--- src/rtl/uart_pkg.sv ---
// uart_pkg -- shared constants and types for the UART receive path.
//
// Holds the receiver state encoding, the default bit period and the frame
// geometry used by uart_rx and its sub-modules.
//   DEFAULT_CLK_PER_BIT : clk cycles per serial bit (87)
//   DATA_BITS           : data bits per frame (8, sent LSB first)
//   CNT_W / IDX_W       : widths of the bit-period counter and bit index
//   even_parity()       : parity bit value that makes the ones count even
package uart_pkg;

  localparam int DEFAULT_CLK_PER_BIT = 87;
  localparam int DATA_BITS           = 8;
  localparam int CNT_W               = 16;
  localparam int IDX_W               = 3;

  typedef enum logic [2:0] {
    RX_IDLE    = 3'd0,
    RX_START   = 3'd1,
    RX_DATA    = 3'd2,
    RX_PARITY  = 3'd3,
    RX_STOP    = 3'd4,
    RX_RECOVER = 3'd5
  } rx_state_e;

  function automatic logic even_parity(input logic [DATA_BITS-1:0] data);
    return ^data;
  endfunction

endpackage

--- src/rtl/uart_rx_sync.sv ---
// uart_rx_sync -- two-flop synchronizer for the asynchronous rx line.
//
// Both flops reset to 1 so a line that is idle through reset never looks
// like a start bit when reset is released.
//   clk   : rising-edge clock
//   rst_n : asynchronous active-low reset
//   rx    : raw serial line (asynchronous to clk)
//   rxs   : rx retimed into the clk domain, two cycles of latency
module uart_rx_sync (
  input  logic clk,
  input  logic rst_n,
  input  logic rx,
  output logic rxs
);

  logic meta_q, meta_d;
  logic sync_q, sync_d;

  always_comb begin
    meta_d = rx;
    sync_d = meta_q;
  end

  always_ff @(posedge clk or negedge rst_n) begin
    if (!rst_n) begin
      meta_q <= 1'b1;
      sync_q <= 1'b1;
    end else begin
      meta_q <= meta_d;
      sync_q <= sync_d;
    end
  end

  assign rxs = sync_q;

endmodule

--- src/rtl/uart_rx.sv ---
// uart_rx -- UART receiver, 8N1 by default, 8E1 when UART_RX_PARITY_EN is
// defined.
//
// The start bit is confirmed at its midpoint, after which every following
// bit is sampled one full bit period later, i.e. at the middle of each bit.
//   CLK_PER_BIT : clk cycles per serial bit (4..65535)
//   clk         : rising-edge clock
//   rst_n       : asynchronous active-low reset
//   rx          : serial line, idle high
//   data_out    : last byte received without error
//   data_valid  : one-cycle pulse, data_out has just been updated
//   frame_err   : one-cycle pulse, stop bit sampled low
//   parity_err  : one-cycle pulse, parity mismatch (constant 0 in 8N1 builds)
//   busy        : high whenever the receiver is not idle
//
// Build option: define UART_RX_PARITY_EN to expect an even parity bit
// between the data bits and the stop bit.
module uart_rx
  import uart_pkg::*;
#(
  parameter int CLK_PER_BIT = DEFAULT_CLK_PER_BIT
) (
  input  logic                 clk,
  input  logic                 rst_n,
  input  logic                 rx,
  output logic [DATA_BITS-1:0] data_out,
  output logic                 data_valid,
  output logic                 frame_err,
  output logic                 parity_err,
  output logic                 busy
);

  localparam logic [CNT_W-1:0] HALF_BIT = CNT_W'((CLK_PER_BIT - 1) / 2);
  localparam logic [CNT_W-1:0] BIT_LAST = CNT_W'(CLK_PER_BIT - 1);
  localparam logic [IDX_W-1:0] IDX_LAST = IDX_W'(DATA_BITS - 1);

  logic rxs;

  uart_rx_sync u_sync (
    .clk   (clk),
    .rst_n (rst_n),
    .rx    (rx),
    .rxs   (rxs)
  );

  rx_state_e            state_q, state_d;
  logic [CNT_W-1:0]     clk_cnt_q, clk_cnt_d;
  logic [IDX_W-1:0]     bit_idx_q, bit_idx_d;
  logic [DATA_BITS-1:0] shift_q, shift_d;
  logic [DATA_BITS-1:0] data_out_q, data_out_d;
  logic                 data_valid_q, data_valid_d;
  logic                 frame_err_q, frame_err_d;
`ifdef UART_RX_PARITY_EN
  logic                 par_bad_q, par_bad_d;
  logic                 parity_err_q, parity_err_d;
`endif

  logic bit_end;
  assign bit_end = (clk_cnt_q == BIT_LAST);

  always_comb begin
    state_d      = state_q;
    clk_cnt_d    = clk_cnt_q + CNT_W'(1);
    bit_idx_d    = bit_idx_q;
    shift_d      = shift_q;
    data_out_d   = data_out_q;
    data_valid_d = 1'b0;
    frame_err_d  = 1'b0;
`ifdef UART_RX_PARITY_EN
    par_bad_d    = par_bad_q;
    parity_err_d = 1'b0;
`endif

    case (state_q)
      RX_IDLE: begin
        clk_cnt_d = '0;
`ifdef UART_RX_PARITY_EN
        par_bad_d = 1'b0;
`endif
        if (!rxs) begin
          state_d = RX_START;
        end
      end

      // A line that is high again at mid start bit was only a glitch.
      RX_START: begin
        if (clk_cnt_q == HALF_BIT) begin
          clk_cnt_d = '0;
          if (rxs) begin
            state_d = RX_IDLE;
          end else begin
            state_d   = RX_DATA;
            bit_idx_d = '0;
          end
        end
      end

      RX_DATA: begin
        if (bit_end) begin
          clk_cnt_d          = '0;
          shift_d[bit_idx_q] = rxs;
          bit_idx_d          = bit_idx_q + IDX_W'(1);
          if (bit_idx_q == IDX_LAST) begin
`ifdef UART_RX_PARITY_EN
            state_d = RX_PARITY;
`else
            state_d = RX_STOP;
`endif
          end
        end
      end

`ifdef UART_RX_PARITY_EN
      // The mismatch is only remembered here; it is reported at the stop
      // bit so that a framing error can take precedence over it.
      RX_PARITY: begin
        if (bit_end) begin
          clk_cnt_d = '0;
          par_bad_d = (rxs != even_parity(shift_q));
          state_d   = RX_STOP;
        end
      end
`endif

      RX_STOP: begin
        if (bit_end) begin
          clk_cnt_d = '0;
          if (!rxs) begin
            frame_err_d = 1'b1;
            state_d     = RX_RECOVER;
`ifdef UART_RX_PARITY_EN
          end else if (par_bad_q) begin
            parity_err_d = 1'b1;
            state_d      = RX_IDLE;
`endif
          end else begin
            data_out_d   = shift_q;
            data_valid_d = 1'b1;
            state_d      = RX_IDLE;
          end
        end
      end

      // A break or stuck-low line must not be seen as a stream of frames.
      RX_RECOVER: begin
        clk_cnt_d = '0;
        if (rxs) begin
          state_d = RX_IDLE;
        end
      end

      default: begin
        clk_cnt_d = '0;
        state_d   = RX_IDLE;
      end
    endcase
  end

  always_ff @(posedge clk or negedge rst_n) begin
    if (!rst_n) begin
      state_q      <= RX_IDLE;
      clk_cnt_q    <= '0;
      bit_idx_q    <= '0;
      shift_q      <= '0;
      data_out_q   <= '0;
      data_valid_q <= 1'b0;
      frame_err_q  <= 1'b0;
`ifdef UART_RX_PARITY_EN
      par_bad_q    <= 1'b0;
      parity_err_q <= 1'b0;
`endif
    end else begin
      state_q      <= state_d;
      clk_cnt_q    <= clk_cnt_d;
      bit_idx_q    <= bit_idx_d;
      shift_q      <= shift_d;
      data_out_q   <= data_out_d;
      data_valid_q <= data_valid_d;
      frame_err_q  <= frame_err_d;
`ifdef UART_RX_PARITY_EN
      par_bad_q    <= par_bad_d;
      parity_err_q <= parity_err_d;
`endif
    end
  end

  assign data_out   = data_out_q;
  assign data_valid = data_valid_q;
  assign frame_err  = frame_err_q;
`ifdef UART_RX_PARITY_EN
  assign parity_err = parity_err_q;
`else
  assign parity_err = 1'b0;
`endif
  assign busy       = (state_q != RX_IDLE);

endmodule
--- config.mk ---
export PLATFORM = sky130hd
export DESIGN_NAME = uart_rx
export DESIGN_NICKNAME = d
export VERILOG_FILES = /design/src/rtl/uart_pkg.sv /design/src/rtl/uart_rx_sync.sv /design/src/rtl/uart_rx.sv
export SDC_FILE = /design/constraint.sdc
export NUM_CORES = 1
export LEC_CHECK = 0
export BUFFER_PORTS_ARGS = -buffer_cell sky130_fd_sc_hd__buf_2
export CAP_MARGIN = 0
export CORE_MARGIN = 8
export CORE_UTILIZATION = 55
export DETAILED_ROUTE_END_ITERATION = 12
export PLACE_DENSITY = 0.73
export SYNTH_ARGS = -nofsm -noshare
export SYNTH_HDL_FRONTEND = slang
export SYNTH_SLANG_ARGS = --single-unit
--- constraint.sdc ---
create_clock -name clk -period 4.53 [get_ports clk]
set_input_delay 0.2265 -clock clk [delete_from_list [all_inputs] [get_ports clk]]
set_output_delay 0.2265 -clock clk [all_outputs]
set_load 0.02 [all_outputs]
==> flow_metrics.env, run 1 <==
export IMPL_pwr_share_seq=0.579
export IMPL_async_flop_share=1.00
export IMPL_drv_cap=0
export IMPL_setup_viol=0
export IMPL_htree_num_levels=2
export IMPL_synth_xor_area_share=0.0621
export IMPL_ys_ff_latch=42
export IMPL_cts_setup_buffers=0
export IMPL_cp_max_fo=17
export IMPL_ys_seq_area_frac=0.533
export IMPL_layout_drive_gt1_share=0.240
export IMPL_rsz0062_at_grt="no"
export IMPL_synth_compound_area_frac=0.0431
export IMPL_cts_root_buf="clkbuf_4"
export IMPL_num_vias=1285
export IMPL_areaGrowthSynthToFinish_pct=7.79
export IMPL_ir_drop_uv=215
export IMPL_initialDrtViolationCount=36
export IMPL_firstDrtPassIters=4
export IMPL_gp_congestion=0.830
export IMPL_yosys_area_top_type_share=0.507
export IMPL_synthSimpleGateAreaFrac=0.190
export IMPL_tns_ns=0
export IMPL_drt_antenna_violating_nets=0
export IMPL_grt_ovfl_total=0
export IMPL_combinationalPowerShare=0.190
export IMPL_clk_pin_slew_ns=0.11
export IMPL_cts_tree="yes"
export IMPL_leakagePower_nw=1.02
export IMPL_synth_adder_area_share=0.0253
export IMPL_port_buffers=13
export IMPL_synth_most_common_cell="dfrtp_1"
export IMPL_post_route_drc_count=0
export IMPL_wire_per_inst_um=14.3
export IMPL_yosys_warnings=0
export IMPL_drt_wl_total_mm=3.27
export IMPL_clk_latency_ns=0.33
export IMPL_antenna_cells=0
export IMPL_finalPower_w=0.000712
export IMPL_final_net_count=190
export IMPL_syn_num_nets=173
export IMPL_worst_pin_slew_ns=0.903
export IMPL_worst_setup_path_end_kind="flop"
export IMPL_crit_type="flop to flop"
export IMPL_syn_inst=166
export IMPL_die_area_um2=5770
export IMPL_hold_violations=0
export IMPL_final_period_utilization=0.604
export IMPL_run_status="complete, no violations"
export IMPL_initial_core_util=0.583
export IMPL_power_frac_clock=0.230
export IMPL_hpwl_mm=2.33
export IMPL_synth_avg_cell_area_um2=11.9
export IMPL_grt_pass1_wl_mm=5.71
export IMPL_ys_flop_type="dfrtp_1"
export IMPL_rows=21
export IMPL_synth_area_leaders="dfrtp_1, mux2_4, nor2_1, xnor2_1, mux2_1"
export IMPL_grtUsageTotal=0.118
export IMPL_clockBufferDepth=2
export IMPL_cts_buffers=5
export IMPL_p_sw_w=0.000215
export IMPL_synth_top_family_by_area="simple AND/OR/NAND/NOR gates"
export IMPL_p_int_w=0.000498
export IMPL_arrival_ns=2.96
export IMPL_hold_class="input pin to asynchronous set/reset pin"
export IMPL_coreArea_um2=3390
export IMPL_hold_ws_ns=0.00443
export IMPL_grt_max_degree=43
export IMPL_synth_mux_area_fraction=0.123
export IMPL_cts_resized=0
export IMPL_fin_crit_ns=2.74
export IMPL_synth_top_area_cell="dfrtp_1"
export IMPL_cts_sinks=42
export IMPL_synth_area_um2=1980
export IMPL_dieWidth_um=75.9
export IMPL_antenna_found_initial=0
export IMPL_synth_distinct_cells=40
export IMPL_p_per_area_nw_per_um2=335
export IMPL_yosys_top_cells_count="dfrtp_1, nor2_1, nand2_1"
export IMPL_relSlewSlack=0.398
export IMPL_die_h_um=75.9
export IMPL_swShare=0.301
export IMPL_cp_start_kind="flop"
export IMPL_grt_pass1_vias=1264
export IMPL_drv_slew=0
export IMPL_synth_edff_count=0
export IMPL_worstPathRequired_ns=4.75
export IMPL_fin_skew_ns=0.00773
export IMPL_fmaxAchievable_mhz=365
export IMPL_io_pins=15
export IMPL_viasPerCell=5.61
==> stage by stage <==
step,setup WS (ns),instance area [um2],cells,utilization
2_1_floorplan,2.03,1980,166,-
3_3_place_gp,1.87,2070,221,0.611
3_5_place_dp,1.79,2070,221,0.611
4_1_cts,1.77,2130,229,0.628
5_1_grt,1.63,2130,229,0.628
6_report,1.79,2130,229,0.628
==> power by group through the flow <==
| stage | Sequential, W | Combinational [W] | Clock, W |
|---|---|---|---|
| after floorplan | 0.000414 | 0.000107 | 0 |
| after global placement | 0.000418 | 0.000131 | 0 |
| after detailed placement | 0.000420 | 0.000138 | 0 |
| after CTS | 0.000413 | 0.000139 | 0.000172 |
| after global routing | 0.000417 | 0.000153 | 0.000188 |
| final | 0.000413 | 0.000136 | 0.000164 |
==> flip-flops by register name (all words and copies together) (netlist names) <==
register       count
u_sync.rxs         1
shift_q            8
bit_idx_q          3
u_sync.meta_q      1
state_q            3
clk_cnt_q         16
frame_err          1
data_valid         1
data_out           8
==> worst max-delay path, cell delays in order, from the launching register on <==
cell	delay [ns]
dfrtp_1	0.43
inv_1	0.08
ha_1	0.13
or4bb_1	0.48
or4_4	0.56
a2bb2oi_4	0.42
nand2_1	0.19
mux2_1	0.35
==> per-layer routing <==
layer,vias to the layer above,track usage,routed length [um]
met1,636,0.135,1400
met3,6,0.0460,201
li1,611,-,-
met2,32,0.196,1620
met5,-,0,0
met4,0,0.0412,42
==> path summary, 6_finish.rpt <==
| check | start | end | slack, ns | cells past startpoint |
|---|---|---|---|---|
| min in group clk | u_sync.meta_q | u_sync.rxs | 0.36 | 0 |
| hold / removal | rst_n | data_out[2] | 0.004 | 1 |
| hold reg to reg | u_sync.meta_q | u_sync.rxs | 0.36 | 0 |
| setup / recovery | clk_cnt_q[0] | state_q[2] | 1.79 | 7 |
| max in group asynchronous | rst_n | clk_cnt_q[7] | 3.96 | 1 |
| setup reg to reg | clk_cnt_q[0] | state_q[2] | 1.79 | 7 |
==> kinds of logic (layout without fill, tap and decap cells) <==
group,count (synthesis),in the layout
adders and majority gates,4,4
DFF,42,42
xor gates and xnor gates,14,14
muxes,19,19
other,1,1
and+or+nand+nor,69,69
AOI/OAI and AO/OA,9,9
buffers and inverters,8,25
==> placed cells by master (no fill, tap or decap), types with 2 or more instances in the layout <==
master    netlist  final
clkinv_2        0      2
nor2_1         24     24
nand3b_1        2      2
dfrtp_1        40     40
mux2_1          6      6
nand2_1        10     10
clkbuf_4        0      5
a22o_1          2      2
or3b_2          2      2
or4_4           2      2
xor2_1          5      5
ha_1            4      4
mux2_2          5      5
nor3_1          2      2
and3_1          4      4
nand3_1         8      8
nor2b_1         2      2
inv_1           4      4
xnor2_1         9      9
dfstp_2         2      2
buf_2           0     13
mux2_4          8      8
nand4_1         4      4
==> layout make-up <==
type | count | area (um2)
flip-flops and latches | 42 | 1050
repair buffers | 14 | 75.1
multi-input cells | 116 | 881
inverters | 4 | 15.0
well taps | 46 | 57.6
fillers | 265 | 1260
clock inverters | 2 | 10.0
clock buffers | 5 | 37.5
==> timing repair <==
item / in CTS / in global routing
hold buffers: 1 / 0
hold endpoints to repair: 1 / 0
setup endpoints to repair: 0 / 0
Power figures use the tool's default switching activity.
==> inputs of run 2 (changes only) <==
- CORE_UTILIZATION: 55 -> 53
- clock period: 4.53 -> 2.22 ns (I/O delays scaled with it)
==> run 2 against run 1 <==
Effect of this change: the run now ends with setup timing left; critical path type unchanged; worst hold slack better by 0.35 ns; via count grew 7.5%; sequential share of layout area is 7.2 points lower; worst setup slack got worse by 1.9 ns; clock power grew to 3.6 times the previous value; register-to-register slack lost 1.9 ns; sequential cell count unchanged; cell count grew 13%.
==> flow_metrics.env, run 2 (synthesis gave the netlist of run 1 again) <==
export IMPL_run_status="finished with violations"
export IMPL_violations="setup timing"
export IMPL_post_route_drc_count=0
export IMPL_final_net_count=216
export IMPL_clk_latency_ns=0.30
export IMPL_clk_pin_slew_ns=0.08
export IMPL_fin_ws_ns=-0.151
export IMPL_cp_slowest_stage_delay_ns=0.63
export IMPL_path_cells="or4_4 > or4_4 > nor3_4 > nand3_2 > mux2_4"
export IMPL_cp_slowest_cell="or4_4"
export IMPL_cts_sinks=42
export IMPL_reg2regPathDepth=5
export IMPL_fin_crit_ns=2.37
export IMPL_dpl_cell_area_um2=2250
export IMPL_wire_per_inst_um=15.2
export IMPL_hold_violations=0
export IMPL_areaGrowthSynthToFinish_pct=26.2
export IMPL_hp_start="u_sync.meta_q"
export IMPL_cp_start_kind="flop"
export IMPL_worst_setup_path_end_kind="flop"
export IMPL_worst_pin_slew_ns=0.903
export IMPL_final_cell_mix="dfrtp_1, nor2_1, buf_4, buf_2, mux2_4"
export IMPL_rr_endpoint="shift_q[6]"
export IMPL_initialDrtViolationCount=76
export IMPL_drt_wl_total_mm=3.93
export IMPL_num_vias=1382
export IMPL_layout_drive_gt1_share=0.386
export IMPL_dieWidth_um=77.1
export IMPL_antenna_cells=0
export IMPL_path_depth=5
export IMPL_hold_class="flop to flop"
export IMPL_grtUsageTotal=0.139
export IMPL_worstPathRequired_ns=2.40
export IMPL_port_buffers=13
export IMPL_firstDrtPassIters=4
export IMPL_grt_max_degree=43
export IMPL_cts_tree="yes"
export IMPL_cts_buffers=5
export IMPL_cpLargestDelayFamily="simple AND/OR/NAND/NOR gates"
export IMPL_grt_pass1_wl_mm=6.61
export IMPL_stdcell_area_um2=2490
export IMPL_die_h_um=77.1
export IMPL_rows=22
export IMPL_leakagePower_nw=1.20
export IMPL_arrival_ns=2.56
export IMPL_die_area_um2=5940
export IMPL_crit_type="flop to flop"
export IMPL_hold_ws_ns=0.358
export IMPL_grt_ovfl_total=0
export IMPL_setup_viol=22
export IMPL_htree_num_levels=2
export IMPL_io_pins=15
export IMPL_gp_congestion=0.808
export IMPL_largest_reg_flops=16
export IMPL_drv_cap=0
export IMPL_final_period_utilization=1.07
export IMPL_relSlewSlack=0.398
export IMPL_mostFrequentLayoutCell="dfrtp_1"
export IMPL_ir_drop_uv=449
export IMPL_min_path_cells=0
export IMPL_drv_slew=0
export IMPL_rrSetupSlack_ns=-0.15
export IMPL_tns_ns=-1.90
export IMPL_viasPerCell=5.36
export IMPL_grt_pass1_vias=1445
export IMPL_rsz0062_at_grt="yes"
export IMPL_clockBufferDepth=2
export IMPL_r2r_start="clk_cnt_q[11]"
export IMPL_hpwl_mm=2.64
export IMPL_p_per_area_nw_per_um2=723
export IMPL_holdPathEnd="u_sync.rxs"
export IMPL_cp_max_fo=5
export IMPL_drt_antenna_violating_nets=0
export IMPL_antenna_found_initial=0
export IMPL_initial_core_util=0.544
export IMPL_fin_skew_ns=0.0110
export IMPL_cts_root_buf="clkbuf_8"
export IMPL_coreArea_um2=3630
export IMPL_top_register="clk_cnt_q"
export IMPL_critPathBufInv=0
export IMPL_fmaxAchievable_mhz=422
export IMPL_worst_path_most_repeated_cell="or4_4"
-- run 2: cell count changes in the layout (fill, tap and decap cells not counted), moves of 2 or more --
cell      before  now
nand2_2        0    2
mux2_1         6    2
nand3_2        0    4
buf_4          0   21
clkbuf_4       5    0
clkbuf_8       0    5
nand2_1       10    8
mux2_4         8   12
clkinv_2       2    0
nand3_1        8    4
buf_12         0    2
buf_6          0    2
-- run 2: metrics by stage --
step           total power, W  instances  setup WS (ns)  utilization
5_1_grt               0.00188        258         -0.199        0.686
3_5_place_dp          0.00120        243         -0.228        0.618
2_1_floorplan         0.00111        166         -0.278            -
6_report              0.00180        258         -0.151        0.686
3_3_place_gp          0.00118        243         -0.143        0.618
4_1_cts               0.00180        258         -0.185        0.681
-- run 2: routing by layer --
metal | routed length [um] | vias up | GRT usage
li1 | - | 660 | -
met1 | 1660 | 697 | 0.152
met2 | 2040 | 18 | 0.234
met3 | 157 | 7 | 0.0513
met4 | 71 | 0 | 0.0623
met5 | 0 | - | 0
-- run 2: worst max path at each step --
stage	from	end	slack [ns]
final	clk_cnt_q[11]	shift_q[6]	-0.15
after global routing	clk_cnt_q[11]	shift_q[6]	-0.20
after CTS	clk_cnt_q[0]	shift_q[6]	-0.18
after detailed placement	clk_cnt_q[0]	shift_q[6]	-0.23
after global placement	clk_cnt_q[0]	shift_q[6]	-0.14
after floorplan	clk_cnt_q[0]	data_out[0]	-0.28
-- run 2: area by class of cell --
type	count	area, um2
clock inverter	2	37.5
timing repair buffer	40	305
sequential	42	1050
clock buffer	6	72.6
tap	48	60.1
inverter	4	15.0
multi-input combinational	116	950
fill	270	1140
-- run 2: report_power, final --
group	leakage [nW]	switching, W	internal (W)
Combinational	0.574	0.000212	0.000159
Sequential	0.575	0.0000403	0.000798
Clock	0.0514	0.000258	0.000335
Total	1.20	0.000510	0.00129
-- run 2: timing repair --
action	in CTS	in global routing
pin swaps	10	9
resized for setup	10	4
endpoints found under the hold margin	41	0
setup endpoints to repair	22	38
gates cloned	0	0
hold buffers	2	0
setup buffers	5	1
